<file path="src/rtl/req_capture_encoder_pkg.sv">
// Shared constants, FSM state type and the priority-select function for the request capture front end.
// The priority order here matches the downstream 4-to-2 encoder, so both stages agree.
package req_capture_encoder_pkg;

    localparam int N_REQ    = 4;
    localparam int ID_W_REQ = 2;
    localparam int MAX_REQ  = 32;
    localparam int SEL_W    = 5;

    typedef enum logic {
        IDLE    = 1'b0,
        PRESENT = 1'b1
    } state_t;

    typedef struct packed {
        logic             any;
        logic [SEL_W-1:0] idx;
    } prio_t;

    // The highest set index wins because later loop iterations overwrite earlier ones.
    function automatic prio_t prio_sel(input logic [MAX_REQ-1:0] vec);
        prio_t r;
        r.any = 1'b0;
        r.idx = '0;
        for (int i = 0; i < MAX_REQ; i++) begin
            if (vec[i]) begin
                r.any = 1'b1;
                r.idx = SEL_W'(i);
            end
        end
        return r;
    endfunction

endpackage

</file>
<file path="src/rtl/req_capture_encoder_edge.sv">
// Event generation from the raw request lines: either a rising-edge detect or a pass-through of the level.
module req_edge_detect #(
    parameter int N    = 4,
    parameter bit EDGE = 1'b1
) (
    input  logic         clk,
    input  logic         rst_n,
    input  logic [N-1:0] req_in,
    output logic [N-1:0] ev
);

    generate
        if (EDGE) begin : g_edge
            logic [N-1:0] req_q;

            always_ff @(posedge clk) begin
                if (!rst_n) begin
                    req_q <= '0;
                end else begin
                    req_q <= req_in;
                end
            end

            assign ev = req_in & ~req_q;
        end else begin : g_level
            assign ev = req_in;
        end
    endgenerate

endmodule

</file>
<file path="src/rtl/req_capture_encoder.sv">
// Sticky request capture with masked priority selection, presented downstream over valid/ready.
//   state   | meaning
//   IDLE    | nothing presented; waits for a masked-in pending bit
//   PRESENT | out_id/out_valid held stable until accepted
module req_capture_encoder
    import req_capture_encoder_pkg::*;
#(
    parameter int N    = N_REQ,
    parameter int ID_W = ID_W_REQ,
    parameter bit EDGE = 1'b1
) (
    input  logic            clk,
    input  logic            rst_n,
    input  logic [N-1:0]    req_in,
    input  logic [N-1:0]    mask,
    output logic            out_valid,
    output logic [ID_W-1:0] out_id,
    input  logic            out_ready,
    output logic [N-1:0]    pending,
    output logic            overflow,
    input  logic            clr_ovf
);

    state_t       state;
    logic [N-1:0] ev;
    logic [N-1:0] clr;
    logic [N-1:0] pending_next;
    logic         accept;
    logic         ovf_set;
    prio_t        sel_now;
    prio_t        sel_after;

    req_edge_detect #(
        .N    (N),
        .EDGE (EDGE)
    ) u_edge (
        .clk    (clk),
        .rst_n  (rst_n),
        .req_in (req_in),
        .ev     (ev)
    );

    assign accept = out_valid && out_ready;

    always_comb begin
        clr = '0;
        for (int i = 0; i < N; i++) begin
            clr[i] = accept && (out_id == ID_W'(i));
        end
    end

    assign pending_next = (pending & ~clr) | ev;
    assign ovf_set      = |(ev & pending & ~clr);

    // The follow-on choice excludes the bit being accepted this cycle.
    assign sel_now   = prio_sel(MAX_REQ'(pending & mask));
    assign sel_after = prio_sel(MAX_REQ'(pending & ~clr & mask));

    always_ff @(posedge clk) begin
        if (!rst_n) begin
            state     <= IDLE;
            pending   <= '0;
            out_valid <= 1'b0;
            out_id    <= '0;
            overflow  <= 1'b0;
        end else begin
            pending <= pending_next;

            if (ovf_set) begin
                overflow <= 1'b1;
            end else if (clr_ovf) begin
                overflow <= 1'b0;
            end

            case (state)
                IDLE: begin
                    if (sel_now.any) begin
                        out_id    <= ID_W'(sel_now.idx);
                        out_valid <= 1'b1;
                        state     <= PRESENT;
                    end
                end
                PRESENT: begin
                    if (accept) begin
                        if (sel_after.any) begin
                            out_id <= ID_W'(sel_after.idx);
                        end else begin
                            out_valid <= 1'b0;
                            state     <= IDLE;
                        end
                    end
                end
                default: begin
                    out_valid <= 1'b0;
                    state     <= IDLE;
                end
            endcase
        end
    end

endmodule
</file>
<file path="config.mk">
export PLATFORM = sky130hd
export DESIGN_NAME = req_capture_encoder
export DESIGN_NICKNAME = d
export VERILOG_FILES = /design/src/rtl/req_capture_encoder_pkg.sv /design/src/rtl/req_capture_encoder_edge.sv /design/src/rtl/req_capture_encoder.sv
export SDC_FILE = /design/constraint.sdc
export NUM_CORES = 1
export LEC_CHECK = 0
export BUFFER_PORTS_ARGS = -buffer_cell sky130_fd_sc_hd__buf_4
export CORE_MARGIN = 2
export CORE_UTILIZATION = 48
export CTS_CLUSTER_SIZE = 25
export DETAILED_ROUTE_END_ITERATION = 16
export GPL_TIMING_DRIVEN = 1
export MAX_ROUTING_LAYER = met4
export PLACE_DENSITY = 0.82
export SETUP_SLACK_MARGIN = 0.3
export SLEW_MARGIN = 20
export SYNTH_ARGS = -nofsm -noshare
export SYNTH_HDL_FRONTEND = slang
export SYNTH_SLANG_ARGS = --single-unit
</file>
<file path="constraint.sdc">
create_clock -name clk -period 1.6 [get_ports clk]
set_clock_uncertainty 0.05 [all_clocks]
set_input_delay 0.16 -clock clk [delete_from_list [all_inputs] [get_ports clk]]
set_output_delay 0.16 -clock clk [all_outputs]
set_load 0.02 [all_outputs]
</file>
; Word level (Yosys, flattened, before mapping)
; Index checks and enable logic that the tools add are counted.
[totals]
regBits = 13
inputBits = 12
output_inout_bits = 8
elab_cells = 113
[op_classes]
eq_ne = 7
muxes = 78
bitwise_logic = 12
n_reduce_logical = 10
[op_table]
columns = operator, n
row1 = 6-bit two-way mux, 64
row2 = 32-bit by 4-bit bitwise AND with 32-bit output, 1
row3 = 4-bit by 32-bit bitwise AND with 32-bit output, 1
row4 = 4-bit NOT with 32-bit output, 1
row5 = 4-bit bitwise AND, 5
row6 = 1-bit two-way mux, 8
row7 = 4-bit NOT, 2
row8 = 2-bit two-way mux, 3
row9 = 3-bit AND reduction, 2
row10 = 1-bit logical AND, 5
row11 = 2-bit == test (second input constant), 2
row12 = 2-bit by 1-bit != test with 1-bit output (second input constant), 2
row13 = 2-bit != test (second input constant), 2
row14 = 4-bit bitwise OR, 1
row15 = 1-bit case mux with 2 select lines, 2
row16 = 2-bit case mux with 2 select lines, 1
row17 = 4-bit OR reduction, 1
row18 = 2-bit by 1-bit == test with 1-bit output (second input constant), 1
row19 = 2-bit logical NOT, 1
row20 = 2-bit nonzero test, 1
row21 = 1-bit NOT, 1

; Logic depth before layout (Yosys ltp)
[logic_depth]
depth_word = 40
mapped_depth = 4
ltp_nobuf = 4

; Modules after synthesis
; From an unflattened synthesis, not the netlist that was laid out.
[unflattened]
cells_unflattened = 69
hier_area_um2 = 595.6
[by_module_without_submodules]
columns = module, instances, cells_each, area_each_um2, seq_area_each_um2
row1 = req_capture_encoder, 1, 57, 465.4, 180.2
row2 = req_edge_detect, 1, 12, 130.1, 80.1

; Worst setup path after synthesis
; Ideal clock, no wire load.
[synth_path]
path_type = reg-to-reg
start = reg out_id[0]
end = reg out_id[1]
setup_ns = 0.115
arrival_time_ns = 1.265
t_required_ns = 1.435
path_slack_ns = 0.169
stages_incl_launch_ff = 5
period_less_slack_ns = 1.431
cell_sequence = dfxtp_1 and4b_1 o221ai_2 o21ai_2 a31o_1
[synth_via]
elab_chain_cells = 39
elab_cells_between_ends = 48
classes_between = eq/ne: 4 / mux: 35 / bitwise: 3 / reduce/logical: 6
[synth_lines]
columns = element, line_no
row1 = from (decl), req_capture_encoder.sv:17  ; output logic [ID_W-1:0] out_id,
row2 = from (signal assigned), req_capture_encoder.sv:78  ; out_id <= ID_W'(sel_now.idx);
row3 = from (signal assigned), req_capture_encoder.sv:86  ; out_id <= ID_W'(sel_after.idx);
row4 = 2-bit by 1-bit == test with 1-bit output or 2-bit logical NOT (tied branches), req_capture_encoder.sv:48  ; clr[i] = accept && (out_id == ID_W'(i));
row5 = 1-bit logical AND, req_capture_encoder.sv:48
row6 = 4-bit NOT with 32-bit output (*), req_capture_encoder.sv:57  ; assign sel_after = prio_sel(MAX_REQ'(pending & ~clr & mask));
row7 = 4-bit by 32-bit bitwise AND with 32-bit output (*), req_capture_encoder.sv:57
row8 = 32-bit by 4-bit bitwise AND with 32-bit output (*), req_capture_encoder.sv:57
row9 = 6-bit two-way mux (2 in a row), req_capture_encoder_pkg.sv:26  ; if (vec[i]) begin
row10 = 6-bit two-way mux (*) (29 in a row), req_capture_encoder_pkg.sv:26
row11 = 2-bit two-way mux or 6-bit two-way mux (tied branches), "req_capture_encoder.sv:85, req_capture_encoder_pkg.sv:26"
row12 = 2-bit two-way mux or 2-bit by 1-bit != test with 1-bit output (tied branches), -
row13 = 2-bit case mux with 2 select lines or 3-bit AND reduction (tied branches), -
; Mark *: on every way between the ends. The rest lies on a longest branch, timed or not. The select of a mux whose other input is x is not followed.
; A chain may end at the register's enable or synchronous reset.

; Final worst setup path
[layout_path]
start = reg pending[1]
end = reg out_id[0]
[layout_via]
elab_chain_cells = 36
elab_cells_between_ends = 72
classes_between = eq/ne: 2 / mux: 66 / bitwise: 3 / reduce/logical: 1
[layout_lines]
columns = element, line_no
row1 = from (decl), req_capture_encoder.sv:19  ; output logic [N-1:0] pending,
row2 = from (signal assigned), req_capture_encoder.sv:67  ; pending <= pending_next;
row3 = 4-bit by 32-bit bitwise AND with 32-bit output, req_capture_encoder.sv:57
row4 = 32-bit by 4-bit bitwise AND with 32-bit output, req_capture_encoder.sv:57
row5 = 6-bit two-way mux (31 in a row), req_capture_encoder_pkg.sv:26
row6 = 2-bit two-way mux, req_capture_encoder.sv:85  ; if (sel_after.any) begin
row7 = 2-bit two-way mux, req_capture_encoder.sv:84  ; if (accept) begin
row8 = 2-bit case mux with 2 select lines, req_capture_encoder.sv:75  ; case (state)
; Parallel ways exist; a longest one is shown, timed or not. The select of a mux whose other input is x is not followed.

==> reports/summary.txt <==
final worst-path cycle share - 0.837
die height - 40.9 µm
share of cells above drive strength 1 - 0.418
kind of critical path - flop to flop
endpoints failing setup - 0
Die Footprint - 1670 µm²
PwrDens - 959 nW/µm²
Worst Tran Pin Value - 0.385 ns
Sw Ratio - 0.322
post-synth top area cell - dfxtp_1
Cell Area, Placed - 818 µm²
all-layer global routing usage - 0.225
Cells after Synth - 72
dominant cells by area after synthesis - dfxtp_1 (40%), nor2b_1 (5.7%), a21oi_1 (5.4%), and2_1 (4.8%), nand2_1 (4.6%)
Simple-Gate Fraction of Synth Area - 0.317
synthesized cell area - 654 µm²
initial antenna violation count - 0
Fin. Hold Viols - 0
status - finished, final reports clean
drt wl/cell - 13.6 µm
Yosys warning total - 0
xor and xnor area share after synthesis - 0
largest family of logic cells by synthesized area - simple AND/OR/NAND/NOR gates
internal power - 0.000584 W
H-tree depth - 1
largest net degree at the start of global routing - 17
Post-synth EDFFs - 0
area grow syn2layout - 37.3%
Via Count - 649
Post-CTS Hold Buffers - 0
FF-to-FF path depth - 4
kind of start point of the critical path - flop
Boundary Pins - 20
Register-to-Register Setup Slack - 0.26 ns
sequential share of the synthesized area - 0.398
clock insertion delay at the later pin of the skew report - 0.28 ns
synthesized flop and latch total - 13
Commonest cells post-synth - dfxtp_1 (13), nand2_1 (8), a21oi_1 (7)
clk buf depth - 2
crit-path max FO - 5
Max-slew headroom - 0.743
max-cap violations - 0
Comb pwr share - 0.294
Rows - 13
Compound-Gate Fraction of Synth Area - 0.258
vias in the first global route - 543
adder-cell share of the synthesized area - 0
Peak VDD IR - 688 µV
CTS tree - built
Initial Util - 0.509
max frequency - 746 MHz
CP Data Arrival Time - 1.49 ns
Leak - 0.378 nW
gr ovfl total - 0
max-slew violation count - 0
setup TNS - 0 ns
Required @ worst endpoint - 1.76 ns
CTS root buf - clkbuf_4
Worst-path clk slew - 0.08 ns
Worst Hold Class - primary input to flop
mean area per synthesized cell - 9.09 µm²
Final GP Congestion - 0.812
sequential share of power - 0.467
top-count cell post-synth - dfxtp_1
DR vias/cell - 5.74
Die W - 40.9 µm
synth unique cells - 30
routed wire length - 1540 µm
residual DRC count - 0
fillers - 104
Worst Hold Depth - 2
nature of the critical path endpoint - flop
clock share of power - 0.239
DR pass1 iterations - 4
switching power total - 0.000277 W
Synth Net Count - 84
Initial DRC Count - 23
Num Clock Sinks - 13
Final ANT Viol Nets - 0
asr flop ratio synth - 0
Worst Hold Margin - 0.0291 ns
post-synthesis mux area share - 0.0153
port buffer count - 19
RSZ-0062 raised after global routing - yes
Top FF cell, synth - dfxtp_1
minimum clock period - 1.34 ns
design area - 898 µm²
DPL Wire Length - 1050 µm
top-area cell type share of the netlist area - 0.398
global-route wire length before repair - 2240 µm
Layout Nets - 111
CTS buffer count - 3
ant diodes - 0
core area - 1280 µm²
==> critical path, cell delays in order, from the launching register on <==
cell and delay (ns):
dfxtp_2 0.35, a222oi_1 0.40, a21oi_1 0.16, o21ai_2 0.10, mux2i_1 0.21
==> flip-flops by register name (all words and copies together) (netlist names) <==
signal and flops:
out_id 2, state 1, overflow 1, out_valid 1, pending 4, u_edge.g_edge.req_q 4
==> kinds of logic (layout without fill, tap and decap cells) <==
logic type / count (synthesis) / count (layout)
AOI/OAI and AO/OA: 23 / 23
buffers and inverters: 2 / 28
DFF: 13 / 13
muxes: 1 / 1
and+or+nand+nor: 33 / 33
==> metal layers <==
metal,part of all wire,GRT usage,vias up
met3,0.061,0.103,5
met1,0.41,0.240,300
met5,0,-,-
met4,0.014,0.117,0
met2,0.51,0.344,22
li1,-,-,322
==> worst paths after layout <==
path | end | start
min | u_edge.g_edge.req_q[1]$_SDFF_PN0_ | req_in[1]
min reg2reg | pending[0]$_SDFF_PN0_ | u_edge.g_edge.req_q[0]$_SDFF_PN0_
max | out_id[0]$_SDFFE_PN0P_ | pending[1]$_SDFF_PN0_
max reg2reg | out_id[0]$_SDFFE_PN0P_ | pending[1]$_SDFF_PN0_
==> cell usage in the layout, fill, tap and decap left out, types with 3 or more instances in the layout <==
master    count
a21oi_1       6
and2_1        5
buf_4        22
clkbuf_4      3
dfxtp_1       8
dfxtp_4       3
nand2_1       8
nand3_1       3
nor2b_1       6
o21ai_0       3
==> layout make-up <==
cell class,count,area (µm²),share of cell area
Multi-Input combinational cell,57,404,0.450
Sequential cell,13,274,0.305
Timing Repair Buffer,23,170,0.189
Clock buffer,3,22.5,0.0251
Tap cell,15,18.8,0.0209
Clock inverter,1,5.00,0.00557
Inverter,1,3.75,0.00418
==> repair_timing <==
item / CTS / global route
setup buffers: 3 / 1
pin swaps: 4 / 4
resized for setup: 5 / 4
setup endpoints to repair: 4 / 5
==> power groups by stage <==
| stage | combinational, W | clock, W | sequential, W |
|---|---|---|---|
| floorplan | 0.000107 | 0 | 0.000430 |
| global placement | 0.000211 | 0 | 0.000407 |
| detailed placement | 0.000216 | 0 | 0.000409 |
| CTS | 0.000239 | 0.000214 | 0.000399 |
| global route | 0.000274 | 0.000228 | 0.000408 |
| finish | 0.000253 | 0.000206 | 0.000402 |
==> through the flow <==
stage          total power (W)  cells  worst slack [ns]  utilization
2_1_floorplan         0.000537     72             0.277            -
3_3_place_gp          0.000618    105             0.271        0.637
3_5_place_dp          0.000625    105             0.220        0.637
4_1_cts               0.000852    112             0.287        0.685
5_1_grt               0.000910    113             0.188        0.699
6_report              0.000862    113             0.260        0.699
Note: power is estimated with default switching activity, not from simulation.
